===== config.mk =====
export PLATFORM = sky130hd
export DESIGN_NAME = dco_code_driver
export DESIGN_NICKNAME = d
export VERILOG_FILES = /design/src/rtl/dco_ctrl_pkg.sv /design/src/rtl/therm_decoder.sv /design/src/rtl/dco_code_driver.sv
export SDC_FILE = /design/constraint.sdc
export NUM_CORES = 1
export LEC_CHECK = 0
export CAP_MARGIN = 10
export CORE_UTILIZATION = 46
export CTS_BUF_LIST = sky130_fd_sc_hd__clkbuf_16
export CTS_CLUSTER_DIAMETER = 50
export DETAILED_ROUTE_END_ITERATION = 7
export PLACE_DENSITY = 0.77
export SLEW_MARGIN = 10
export SYNTH_ARGS = -nofsm -noshare
export SYNTH_HDL_FRONTEND = slang
export SYNTH_HIERARCHICAL = 1
export SYNTH_SLANG_ARGS = --single-unit

===== constraint.sdc =====
create_clock -name clk -period 4.61 [get_ports clk]
set_clock_uncertainty 0.1 [all_clocks]
set_input_delay 0.461 -clock clk [delete_from_list [all_inputs] [get_ports clk]]
set_output_delay 0.461 -clock clk [all_outputs]
set_load 0.02 [all_outputs]

===== src/rtl/dco_ctrl_pkg.sv =====
// Shared constants for the DCO code driver: mode encodings, FSM states and
// the tuning-word width helper.
package dco_ctrl_pkg;

    localparam logic [1:0] MODE_DIRECT = 2'd0;
    localparam logic [1:0] MODE_FSK    = 2'd1;
    localparam logic [1:0] MODE_HOLD   = 2'd2;

    typedef enum logic [1:0] {
        ST_SETTLED = 2'd0,
        ST_SLEW    = 2'd1,
        ST_HOLD    = 2'd2
    } dco_state_e;

    function automatic int word_w(input int code_w, input int frac_w);
        return code_w + frac_w;
    endfunction

endpackage


===== src/rtl/therm_decoder.sv =====
// Registered binary-to-thermometer decoder: bit k of therm_o is set iff k < level_i.
module therm_decoder #(
    parameter int THERM_W   = 128,
    parameter int CODE_W    = $clog2(THERM_W + 1),
    parameter int RST_LEVEL = 1
) (
    input  logic                clk,
    input  logic                reset_,
    input  logic [CODE_W-1:0]   level_i,
    output logic [THERM_W-1:0]  therm_o
);

    function automatic logic [THERM_W-1:0] decode(input logic [CODE_W-1:0] lvl);
        logic [THERM_W-1:0] t;
        for (int k = 0; k < THERM_W; k++) begin
            t[k] = (k < int'(lvl));
        end
        return t;
    endfunction

    logic [THERM_W-1:0] therm_q;

    always_ff @(posedge clk) begin
        if (!reset_) begin
            therm_q <= decode(CODE_W'(RST_LEVEL));
        end else begin
            therm_q <= decode(level_i);
        end
    end

    assign therm_o = therm_q;

endmodule


===== src/rtl/dco_code_driver.sv =====
// Tuning-word to thermometer driver for the DCO coarse bank: clamps, slews and
// optionally sigma-delta dithers the fraction before decoding.
module dco_code_driver
    import dco_ctrl_pkg::*;
#(
    parameter int THERM_W   = 128,
    parameter int CODE_W    = $clog2(THERM_W + 1),
    parameter int FRAC_W    = 4,
    parameter int MAX_STEP  = 4,
    parameter int MIN_LEVEL = 1
) (
    input  logic                       clk,
    input  logic                       reset_,
    input  logic                       en,
    input  logic [1:0]                 mode,
    input  logic [CODE_W+FRAC_W-1:0]   word0,
    input  logic [CODE_W+FRAC_W-1:0]   word1,
    input  logic                       fsk_bit,
    input  logic                       dither_en,
    output logic [THERM_W-1:0]         therm_out,
    output logic [CODE_W-1:0]          level,
    output logic                       slewing,
    output logic                       clamp
);

    localparam int WORD_W = word_w(CODE_W, FRAC_W);

    localparam logic [WORD_W-1:0] LO_W    = WORD_W'(MIN_LEVEL << FRAC_W);
    localparam logic [WORD_W-1:0] HI_W    = WORD_W'(THERM_W << FRAC_W);
    localparam logic [WORD_W-1:0] STEP_W  = WORD_W'(MAX_STEP << FRAC_W);
    localparam logic [CODE_W:0]   LVL_MAX = (CODE_W + 1)'(THERM_W);

    logic [WORD_W-1:0] target_q, target_d;
    logic [WORD_W-1:0] acc_q, acc_d;
    logic [FRAC_W-1:0] sd_acc_q, sd_acc_d;
    logic [CODE_W-1:0] level_q, level_d;
    logic              clamp_q, clamp_d;
    logic              slewing_q;
    dco_state_e        state_q;

    logic              active;
    logic [WORD_W-1:0] sel_word, clamp_word, delta, slew_acc;
    logic              word_oob;
    logic [FRAC_W:0]   sd_sum;
    logic              carry;
    logic [CODE_W:0]   lvl_sum;

    always_comb begin
        active   = (mode == MODE_DIRECT) || (mode == MODE_FSK);
        sel_word = (mode == MODE_FSK && fsk_bit) ? word1 : word0;

        clamp_word = sel_word;
        word_oob   = 1'b0;
        if (sel_word < LO_W) begin
            clamp_word = LO_W;
            word_oob   = 1'b1;
        end else if (sel_word > HI_W) begin
            clamp_word = HI_W;
            word_oob   = 1'b1;
        end

        // Slew is measured from the current acc, so a retarget mid-slew continues smoothly.
        if (clamp_word >= acc_q) begin
            delta    = clamp_word - acc_q;
            slew_acc = (delta <= STEP_W) ? clamp_word : acc_q + STEP_W;
        end else begin
            delta    = acc_q - clamp_word;
            slew_acc = (delta <= STEP_W) ? clamp_word : acc_q - STEP_W;
        end

        target_d = target_q;
        acc_d    = acc_q;
        clamp_d  = clamp_q;
        if (active && en) begin
            target_d = clamp_word;
            acc_d    = slew_acc;
            clamp_d  = word_oob;
        end

        sd_sum   = {1'b0, sd_acc_q} + {1'b0, acc_q[FRAC_W-1:0]};
        sd_acc_d = sd_acc_q;
        carry    = 1'b0;
        if (active) begin
            if (dither_en) begin
                sd_acc_d = sd_sum[FRAC_W-1:0];
                carry    = sd_sum[FRAC_W];
            end else begin
                sd_acc_d = '0;
            end
        end

        lvl_sum = {1'b0, acc_q[WORD_W-1:FRAC_W]} + {{CODE_W{1'b0}}, carry};
        level_d = level_q;
        if (active) begin
            level_d = (lvl_sum > LVL_MAX) ? LVL_MAX[CODE_W-1:0] : lvl_sum[CODE_W-1:0];
        end
    end

    always_ff @(posedge clk) begin
        if (!reset_) begin
            target_q <= LO_W;
            acc_q    <= LO_W;
            sd_acc_q <= '0;
            level_q  <= CODE_W'(MIN_LEVEL);
            clamp_q  <= 1'b0;
        end else begin
            target_q <= target_d;
            acc_q    <= acc_d;
            sd_acc_q <= sd_acc_d;
            level_q  <= level_d;
            clamp_q  <= clamp_d;
        end
    end

    always_ff @(posedge clk) begin
        if (!reset_) begin
            state_q   <= ST_SETTLED;
            slewing_q <= 1'b0;
        end else if (!active) begin
            state_q   <= ST_HOLD;
            slewing_q <= (acc_q != target_q);
        end else begin
            case (state_q)
                ST_SETTLED: begin
                    state_q   <= (acc_q != target_q) ? ST_SLEW : ST_SETTLED;
                    slewing_q <= (acc_q != target_q);
                end
                ST_SLEW: begin
                    state_q   <= (acc_q == target_q) ? ST_SETTLED : ST_SLEW;
                    slewing_q <= (acc_q != target_q);
                end
                default: begin
                    state_q   <= (acc_q != target_q) ? ST_SLEW : ST_SETTLED;
                    slewing_q <= (acc_q != target_q);
                end
            endcase
        end
    end

    therm_decoder #(
        .THERM_W  (THERM_W),
        .CODE_W   (CODE_W),
        .RST_LEVEL(MIN_LEVEL)
    ) u_therm_decoder (
        .clk    (clk),
        .reset_ (reset_),
        .level_i(level_d),
        .therm_o(therm_out)
    );

    assign level   = level_q;
    assign slewing = slewing_q;
    assign clamp   = clamp_q;

endmodule

==> qor.csv <==
stage;metric;value;unit
critical_path;cell class contributing the biggest share of worst-path delay;simple AND/OR/NAND/NOR gates;
yosys;top post-synthesis cells by count;dfxtp_1, a21oi_1, nand2_1;
critical_path;CP peak stage delay;0.53;ns
critical_path;path length in cells of the critical path;18;
sta;Worst Tran Pin Value;0.779;ns
yosys;register bit total from synthesis;166;
global_route;antenna violations before repair;0;
yosys;Synth area leaders;dfxtp_1, a21oi_1, ha_1;
final_layout;design area;10700;sq um
clock_network;CTS Buffer Depth;2;
place;RD Place Congestion;0.976;
die;Die Height;129;um
global_route;pin count of the biggest net entering global routing;32;
critical_path;CP arrival;4.62;ns
final_layout;Area Growth Syn to Fin;44.7;%
yosys;Synth Net Count;884;
sta;relative slew slack;0.477;
sta;final cycle utilization of the critical path;0.957;
global_route;GR Util All Layers;0.282;
job;MaxCap Viol Count;0;
global_route;vias in the first global route;6691;
critical_path;Worst EP required;4.82;ns
yosys;Synth area leader;dfxtp_1;
power_and_ir_drop;pwr dens;377;nW/um^2
drt;drt total wl;23200;um
critical_path;cells on worst reg2reg path;17;
yosys;cell area after synthesis;7370;sq um
die;row cnt;45;
global_route;grt met1 use;0.337;
global_route;met2 usage;0.492;
global_route;first-pass GRT wire length;35700;um
die;core region area;15400;sq um
clock_network;CTS tree;built;
sta;fin crit period;4.41;ns
yosys;Post-Syn Area per Cell;8.97;sq um
yosys;Post-Syn Instances;821;
global_route;met3 usage;0.0611;
die;Die Width;129;um
worst_hold_path;Worst Hold Path Cells;2;
drt;via count;7185;
drt;routed len/inst;17.7;um
critical_path;WS Path Type;in -> reg;
global_route;total gr overflow;0;
place;hpwl dp;17300;um
clock_network;total CTS buffers;17;
yosys;sequential element share of the synthesized area;0.451;
yosys;area share of the largest cell type after synthesis;0.451;
sta;Peak Freq;227;MHz
critical_path;CP endpoint kind;flop;
clock_network;Post-CTS Hold Buffers;0;
sta;Final WS setup;0.197;ns
global_route;busiest grt layer;met2;
die;Initial Util;0.478;
clock_network;# H-tree levels;4;
clock_network;Worst-Skew Late Latency;0.43;ns
place;placed inst area;9960;sq um
yosys;most common cell in the synthesized netlist;dfxtp_1;
sta;final hold viol count;0;
clock_network;Worst-path clk slew;0.07;ns
sta;final setup vio count;0;
final_layout;# diodes;0;
status;status;finished, final reports clean;
yosys;ys async rst share;0;
drt;Routed Antenna Nets;0;
final_layout;Final Util;0.691;
yosys;EDFF count, synth;0;
clock_network;Sink Count;166;
die;Die ar.;16500;sq um
drt;DRT Pass-1 Iters;5;
place;worst slack, placed;-0.282;ns
final_layout;fraction of layout cells with a size suffix above 1;0.194;
power_and_ir_drop;leak pwr;4.55;nW
sta;Slew Limit Fails;0;
critical_path;WP buf/inv;2;
yosys;Distinct cells, synth;76;
drt;via-per-instance ratio;5.48;
critical_path;highest-delay cell along the critical path;or4_1;
drt;initial drt markers;598;
final_layout;Layout Nets;1151;
yosys;Ys Warns;6;
critical_path;Crit path top cell by count;nor2_1;
critical_path;crit-path max FO;7;
die;IO Pins;169;
place;port bufs;168;
critical_path;Critical Path Start Type;input pin;
worst_hold_path;Hold WC Path Type;reg -> reg;
drt;DRC Markers;0;
yosys;Synth Flop Type;dfxtp_1;
clock_network;clk root buf;clkbuf_16;
power_and_ir_drop;Worst IR Drop VDD;0.304;mV
critical_path;CP Cell Sequence;clkdlybuf4s50_1, or4_1, nor2_1, a21oi_1, nor2_1, a21oi_2, buf_4, nor2_2, ha_1, and2b_2, o2111a_1, or3_1, a2111o_1, a22oi_4, nand2_2, mux2_4, o211ai_1, a22oi_1;
[worst register-to-register path, cell delays in order (launching register included)]
cell and delay [ns]:
dfxtp_1 0.34, ha_1 0.23, fa_1 0.41, a21o_1 0.18, a21oi_1 0.14, nor2b_1 0.07, ha_1 0.21, ha_1 0.25
nand4_1 0.18, o211ai_1 0.11, o21a_1 0.16, nor2_1 0.30, a41o_1 0.18, a22o_1 0.40, buf_4 0.23, inv_1 0.08
a21o_1 0.33, o21ai_0 0.24
[path summary, 6_finish.rpt]
check	start	to	slack (ns)
setup / recovery	word1[1]	acc_q[9]	0.20
hold / removal	clamp	clamp	0.36
setup reg to reg	acc_q[0]	u_therm_decoder/therm_o[10]	0.39
hold reg to reg	clamp	clamp	0.36
[cells by family after synthesis]
family          synth area share
flops                      0.451
mux                       0.0238
buf+inv                   0.0681
xor+xnor                  0.0321
compound gates             0.224
fa+ha+maj                 0.0554
simple gates               0.145
[layout by cell type (no fill, tap or decap), types with 11 or more instances in the layout]
master,instances
a21oi_1,106
and2_1,14
buf_4,133
clkbuf_16,17
clkdlybuf4s50_1,168
dfxtp_1,166
ha_1,29
inv_1,43
mux2i_1,15
nand2_1,61
nand3_1,27
nor2_1,35
nor3_1,12
nor4_1,11
o21ai_0,52
o21ai_1,24
xor2_1,18
[state kept, by name, indices dropped and copies added (netlist names)]
name and flops:
acc_q 12, clamp 1, level 8, sd_acc_q 4, slewing 1, target_q 12
u_therm_decoder/therm_o 128
[report_power, final]
part	total, W	internal [W]	leakage, nW	switching [W]
registers	0.00159	0.00154	1.37	0.0000479
logic	0.00105	0.000489	2.90	0.000566
clock network	0.00137	0.000757	0.286	0.000613
[area by class of cell]
type,instances,area (sq um)
repair buffers,301,2680
multi-input cells,559,3650
clock inverters,15,148
flip-flops and latches,166,3320
inverters,43,161
fillers,1209,4770
clock buffers,17,425
well taps,211,264
[per-stage QoR]
stage / power (W) / instances / setup TNS [ns] / hold WS (ns)
2_1_floorplan: 0.00216 / 821 / 0 / 0.348
3_3_place_gp: 0.00263 / 1277 / -2.30 / 0.351
3_5_place_dp: 0.00264 / 1277 / -2.86 / 0.353
4_1_cts: 0.00399 / 1309 / 0 / 0.365
5_1_grt: 0.00417 / 1312 / -0.0743 / 0.397
6_report: 0.00402 / 1312 / 0 / 0.362
[timing repair]
| action | CTS | global route |
|---|---|---|
| endpoints found under the setup margin | 0 | 12 |
| setup buffers | 0 | 2 |
| resized for setup | 0 | 24 |
[layer usage]
metal	vias to the layer above	wire [um]
li1	3426	-
met1	3384	9580
met2	325	11400
met3	50	1650
met4	0	605
met5	-	0
Note: power is estimated with default switching activity, not from simulation.
